===== config.mk =====
export PLATFORM = sky130hd
export DESIGN_NAME = instr_fetch_unit
export DESIGN_NICKNAME = d
export VERILOG_FILES = /design/src/rtl/instr_fetch_unit.sv
export SDC_FILE = /design/constraint.sdc
export NUM_CORES = 1
export LEC_CHECK = 0
export CORE_MARGIN = 3
export CORE_UTILIZATION = 53
export CTS_CLUSTER_SIZE = 12
export DETAILED_ROUTE_END_ITERATION = 8
export PLACE_DENSITY = 0.92
export SYNTH_ARGS = -nofsm -noshare
export SYNTH_HDL_FRONTEND = slang
export SYNTH_SLANG_ARGS = --single-unit
export TNS_END_PERCENT = 1

===== constraint.sdc =====
create_clock -name CLK -period 12.18 [get_ports CLK]
set_clock_uncertainty 0.05 [all_clocks]
set_input_delay 1.827 -clock CLK [delete_from_list [all_inputs] [get_ports CLK]]
set_output_delay 1.827 -clock CLK [all_outputs]
set_load 0.01 [all_outputs]

===== src/rtl/instr_fetch_unit.sv =====
// Instruction fetch unit: PC, ROM request, in-order fetch queue and decode handshake.
// Optional: `define MISALIGN_TRAP_EN to trap misaligned redirect targets into HALT.
module instr_fetch_unit #(
  parameter int          TAM_POSICIONES = 1024,
  parameter int          TAM_PALABRA    = 32,
  parameter logic [31:0] RESET_PC       = 32'h0000_0000,
  parameter int          QDEPTH         = 2
) (
  input  logic                              CLK,
  input  logic                              RST_N,
  output logic                              CE,
  output logic                              READ_EN,
  output logic [$clog2(TAM_POSICIONES)-1:0] INS_ADDRESS,
  input  logic [TAM_PALABRA-1:0]            INSTRUCTION,
  output logic                              IF_VALID,
  output logic [TAM_PALABRA-1:0]            IF_INSTR,
  output logic [31:0]                       IF_PC,
  input  logic                              ID_READY,
  input  logic                              REDIRECT,
  input  logic [31:0]                       REDIRECT_PC,
  output logic                              IF_MISALIGN
);

  localparam int AW = $clog2(TAM_POSICIONES);
  localparam int PW = $clog2(QDEPTH);
  localparam int CW = PW + 1;
  localparam logic [CW-1:0] Q_FULL = CW'(QDEPTH);

  typedef enum logic [1:0] {
    IDLE = 2'd0,
    RUN  = 2'd1,
    HALT = 2'd2
  } state_t;

  state_t                 state_r;
  state_t                 state_nxt_s;
  logic [31:0]            pc_r;
  logic [PW-1:0]          wr_ptr_r;
  logic [PW-1:0]          rd_ptr_r;
  logic [CW-1:0]          count_r;
  logic [31:0]            q_pc_r    [QDEPTH];
  logic [TAM_PALABRA-1:0] q_instr_r [QDEPTH];
  logic                   misalign_r;

  logic                   full_s;
  logic                   pop_s;
  logic                   fetch_ok_s;
  logic                   misalign_s;
  logic [31:0]            redirect_pc_s;

`ifdef MISALIGN_TRAP_EN
  assign misalign_s    = |REDIRECT_PC[1:0];
  assign redirect_pc_s = REDIRECT_PC;
  assign IF_MISALIGN   = misalign_r;
`else
  // Low address bits are simply dropped, so the trap path never fires.
  assign misalign_s    = 1'b0;
  assign redirect_pc_s = REDIRECT_PC & 32'hFFFF_FFFC;
  assign IF_MISALIGN   = 1'b0;
`endif

  assign full_s      = (count_r == Q_FULL);
  assign IF_VALID    = (count_r != {CW{1'b0}});
  assign pop_s       = IF_VALID && ID_READY;
  assign fetch_ok_s  = (state_r == RUN) && !REDIRECT && (!full_s || pop_s);
  assign INS_ADDRESS = pc_r[AW+1:2];
  assign IF_PC       = IF_VALID ? q_pc_r[rd_ptr_r]    : 32'h0000_0000;
  assign IF_INSTR    = IF_VALID ? q_instr_r[rd_ptr_r] : {TAM_PALABRA{1'b0}};

  // Next-state and ROM strobe decode; a redirect overrides the normal transitions.
  always_comb begin
    state_nxt_s = state_r;
    CE          = 1'b0;
    READ_EN     = 1'b0;
    case (state_r)
      IDLE: begin
        state_nxt_s = RUN;
      end
      RUN: begin
        CE      = 1'b1;
        READ_EN = fetch_ok_s;
      end
      HALT: begin
        state_nxt_s = HALT;
      end
      default: begin
        state_nxt_s = IDLE;
      end
    endcase
    if (REDIRECT) begin
      state_nxt_s = misalign_s ? HALT : RUN;
    end else begin
      state_nxt_s = state_nxt_s;
    end
  end

  // FSM state register.
  always_ff @(posedge CLK) begin
    if (!RST_N) begin
      state_r <= IDLE;
    end else begin
      state_r <= state_nxt_s;
    end
  end

  // PC, queue pointers/occupancy and trap flag.
  always_ff @(posedge CLK) begin
    if (!RST_N) begin
      pc_r       <= RESET_PC;
      wr_ptr_r   <= {PW{1'b0}};
      rd_ptr_r   <= {PW{1'b0}};
      count_r    <= {CW{1'b0}};
      misalign_r <= 1'b0;
    end else if (REDIRECT) begin
      // Flush wins over any pop presented in the same cycle.
      wr_ptr_r   <= {PW{1'b0}};
      rd_ptr_r   <= {PW{1'b0}};
      count_r    <= {CW{1'b0}};
      misalign_r <= misalign_s;
      if (!misalign_s) begin
        pc_r <= redirect_pc_s;
      end else begin
        pc_r <= pc_r;
      end
    end else begin
      if (fetch_ok_s) begin
        pc_r     <= pc_r + 32'd4;
        wr_ptr_r <= wr_ptr_r + {{(PW-1){1'b0}}, 1'b1};
      end else begin
        pc_r     <= pc_r;
        wr_ptr_r <= wr_ptr_r;
      end
      if (pop_s) begin
        rd_ptr_r <= rd_ptr_r + {{(PW-1){1'b0}}, 1'b1};
      end else begin
        rd_ptr_r <= rd_ptr_r;
      end
      case ({fetch_ok_s, pop_s})
        2'b10:   count_r <= count_r + {{(CW-1){1'b0}}, 1'b1};
        2'b01:   count_r <= count_r - {{(CW-1){1'b0}}, 1'b1};
        default: count_r <= count_r;
      endcase
    end
  end

  // Queue storage: capture the combinational ROM word alongside its PC.
  always_ff @(posedge CLK) begin
    if (!RST_N) begin
      for (int i = 0; i < QDEPTH; i++) begin
        q_pc_r[i]    <= 32'h0000_0000;
        q_instr_r[i] <= {TAM_PALABRA{1'b0}};
      end
    end else if (fetch_ok_s) begin
      q_pc_r[wr_ptr_r]    <= pc_r;
      q_instr_r[wr_ptr_r] <= INSTRUCTION;
    end else begin
      q_pc_r[wr_ptr_r]    <= q_pc_r[wr_ptr_r];
      q_instr_r[wr_ptr_r] <= q_instr_r[wr_ptr_r];
    end
  end

endmodule


==> impl_metrics.py <==
metrics = {
    "yosys": {
        "synth_cells": 682,
        "synth_edf_count": 124,
        "synth_top_cell_by_area": "edfxtp_1",
        "avgSynthCellArea_um2": 11.4,
        "syn_area_mm2": 0.00775,
        "async_flop_share_pct": 0,
        "synth_top_area_share_pct": 48.0,
        "synth_area_leaders": "edfxtp_1 (48%), and2_1 (10%), dfxtp_1 (9.6%)",
        "synth_cell_types": 51,
        "ys_ff_latch": 161,
        "ys_warn_count": 0,
        "seq_area_frac_synth_pct": 57.6,
        "ys.flop_type": "edfxtp_1",
    },
    "placement": {
        "port_buffers": 140,
        "dp_cells": 953,
        "hpwlAfterDp_um": 11000,
        "gp_congestion": 0.853,
    },
    "worst_setup_path": {
        "critPathCaptureType": "primary output",
        "cp.required_ns": 10.30,
        "rrSetupSlack_ns": 9.33,
        "startpoint_type": "input port",
        "criticalPathCategory": "in -> out",
        "cp_max_fo": 13,
        "arrival_ns": 4.04,
    },
    "finish": {
        "final_util_pct": 69.6,
        "areaGrowthSynthToFinish_pct": 26.6,
        "n_antenna_cell": 0,
        "drive_above_1_share_pct": 6.83,
        "nNetsFinal": 861,
        "stdcell_count": 985,
    },
    "die": {
        "die_h_um": 127,
        "die_area_mm2": 0.0161,
        "die_x_um": 127,
        "rows": 43,
        "core_mm2": 0.0141,
        "boundaryPins": 146,
        "start_util_pct": 55.0,
    },
    "grt": {
        "first_global_vias": 5385,
        "antenna_found_initial": 0,
        "overflow": 0,
        "grt_pass1_wl_um": 27500,
        "grt_start_max_net_pins": 63,
        "grtUsageTotal_pct": 21.7,
    },
    "route": {
        "viasPerCell": 5.73,
        "drt-initial-drc-count": 576,
        "drc": 0,
        "top_layer": "met4",
        "dr.pass1.iters": 6,
        "wl_per_cell_um": 17.8,
        "wl_met3_um": 1160,
        "num_vias": 5642,
        "ant_nets": 0,
        "drt_wl_total_um": 17500,
        "m1WireLength_um": 7280,
        "wl_met2_um": 8780,
    },
    "clock_tree": {
        "h-tree-depth": 4,
        "cts-hold-fix-buffers": 0,
        "cts_tree": "done",
        "ctsResizeCount": 0,
        "root_buffer": "clkbuf_16",
        "clockBufferDepth": 2,
        "clock_sinks": 161,
        "postCtsSetupBuffers": 0,
        "clk_latency_ns": 0.43,
        "numCtsBuffers": 17,
        "clkTransAtPathRegs_ns": 0.06,
    },
    "sta": {
        "setup-violations-final": 0,
        "rsz0062_at_grt": "no",
        "fmax_ghz": 0.169,
        "worst_slew_pin_slew_ns": 1.17,
        "maxSlewHeadroom_pct": 22.1,
        "tns_ns": 0,
        "hold_violations": 0,
        "period_needed_ns": 5.92,
        "timing.hold.ws_ns": 0.403,
        "drv_slew": 0,
        "fin_crit_sh_pct": 48.6,
    },
    "hold_path": {
        "hp-class": "reg -> reg",
    },
    "power_and_ir_drop": {
        "peakVddDrop_mv": 0.117,
        "power_density_mw_per_mm2": 133,
        "p_leak_nw": 3.35,
    },
    "flow_run": {
        "drv_cap": 0,
    },
    "outcome": {
        "outcome": "finished, final reports clean",
    },
}
[worst paths after layout]
check,start,to,cells past startpoint
hold / removal,state_r[1]$_SDFFE_PP0P_,state_r[0]$_SDFFE_PN0N_,1
setup / recovery,ID_READY,READ_EN,4
setup reg to reg,count_r[1]$_SDFFE_PP0P_,q_pc_r[1][3]$_SDFFCE_PN0P_,4
hold reg to reg,state_r[1]$_SDFFE_PP0P_,state_r[0]$_SDFFE_PN0N_,1
[state kept, by name, indices dropped and copies added (netlist names), named ones only]
signal and count:
rd_ptr_r 1, q_pc_r 60, count_r 2, wr_ptr_r 1, q_instr_r 64, pc_r 30, state_r 2
[cells in the final DEF (no fill, tap or decap), types with 2 or more instances in the layout]
master           Yosys  routed
nand3_1              9       9
xnor2_1              8       8
nor4_4               1       2
conb_1               1       3
and2_1             128     128
clkdlybuf4s50_1      0     140
nor2b_1             11      11
and3_1               4       3
mux2i_1             63      63
nor4_1               7       7
nand4_1             11      11
nor2_1              82      81
o21ai_0             23      23
nor4_2               3       2
o311a_1              2       2
edfxtp_1           124     124
buf_4               15       7
nand2_1             16      15
clkinv_2             0       4
clkbuf_1            37       3
clkbuf_16            0      19
and4_1               2       2
dfxtp_1             37      36
a211oi_1             8       8
nand2b_1             3       3
inv_1                8       8
nor3b_1              4       4
or3_1                4       4
a31oi_1              6       6
bufinv_16            0       3
a311oi_1            21      21
nor3_1              12      12
nand3b_1             2       2
a21oi_1              4       4
a31o_2               3       3
[through the flow]
step / power (mW) / setup slack [ns] / instance area [µm²]
6_report: 1.31 / 6.26 / 9810
5_1_grt: 1.35 / 6.18 / 9810
4_1_cts: 1.31 / 6.29 / 9810
2_1_floorplan: 0.707 / 2.88 / 7760
3_3_place_gp: 0.755 / 6.35 / 9190
3_5_place_dp: 0.760 / 6.30 / 9190
[Yosys cell counts (11+ instances only)]
library cell	count
a311oi_1	21
nor2_1	82
edfxtp_1	124
clkbuf_1	37
mux2i_1	63
buf_4	15
dfxtp_1	37
nand4_1	11
nor3_1	12
nand2_1	16
o21ai_0	23
and2_1	128
nor2b_1	11
[area by class of cell]
| class | count | area (µm²) |
|---|---|---|
| Sequential cell | 161 | 4470 |
| Fill cell | 978 | 4280 |
| Clock buffer | 23 | 500 |
| Clock inverter | 9 | 125 |
| Multi-Input combinational cell | 457 | 3010 |
| Timing Repair Buffer | 147 | 1450 |
| Tap cell | 180 | 225 |
| Inverter | 8 | 30.0 |
[worst max-delay path, stage by stage]
cell and delay [ns]:
clkdlybuf4s50_1 0.54, nor3b_2 0.88, nor3_1 0.21, clkdlybuf4s50_1 0.57
[power breakdown]
part	leakage, nW	switching, mW	internal [mW]
Combinational	1.43	0.0531	0.0553
Clock	0.311	0.209	0.351
Sequential	1.61	0.0207	0.620
[cell families after synthesis]
| family | synth area share, % |
|---|---|
| DFF | 57.6 |
| buffers and inverters | 4.05 |
| xor gates and xnor gates | 1.02 |
| adders and majority gates | 0.161 |
| and+or+nand+nor | 22.3 |
| AOI/OAI and AO/OA | 6.76 |
| other | 0.0484 |
| muxes | 8.13 |
[per-layer routing]
metal | global-route usage (%) | up-vias
met5 | 0 | -
li1 | - | 2661
met2 | 36.3 | 254
met4 | 9.02 | 0
met1 | 28.4 | 2693
met3 | 3.45 | 34
Power figures use the tool's default switching activity.
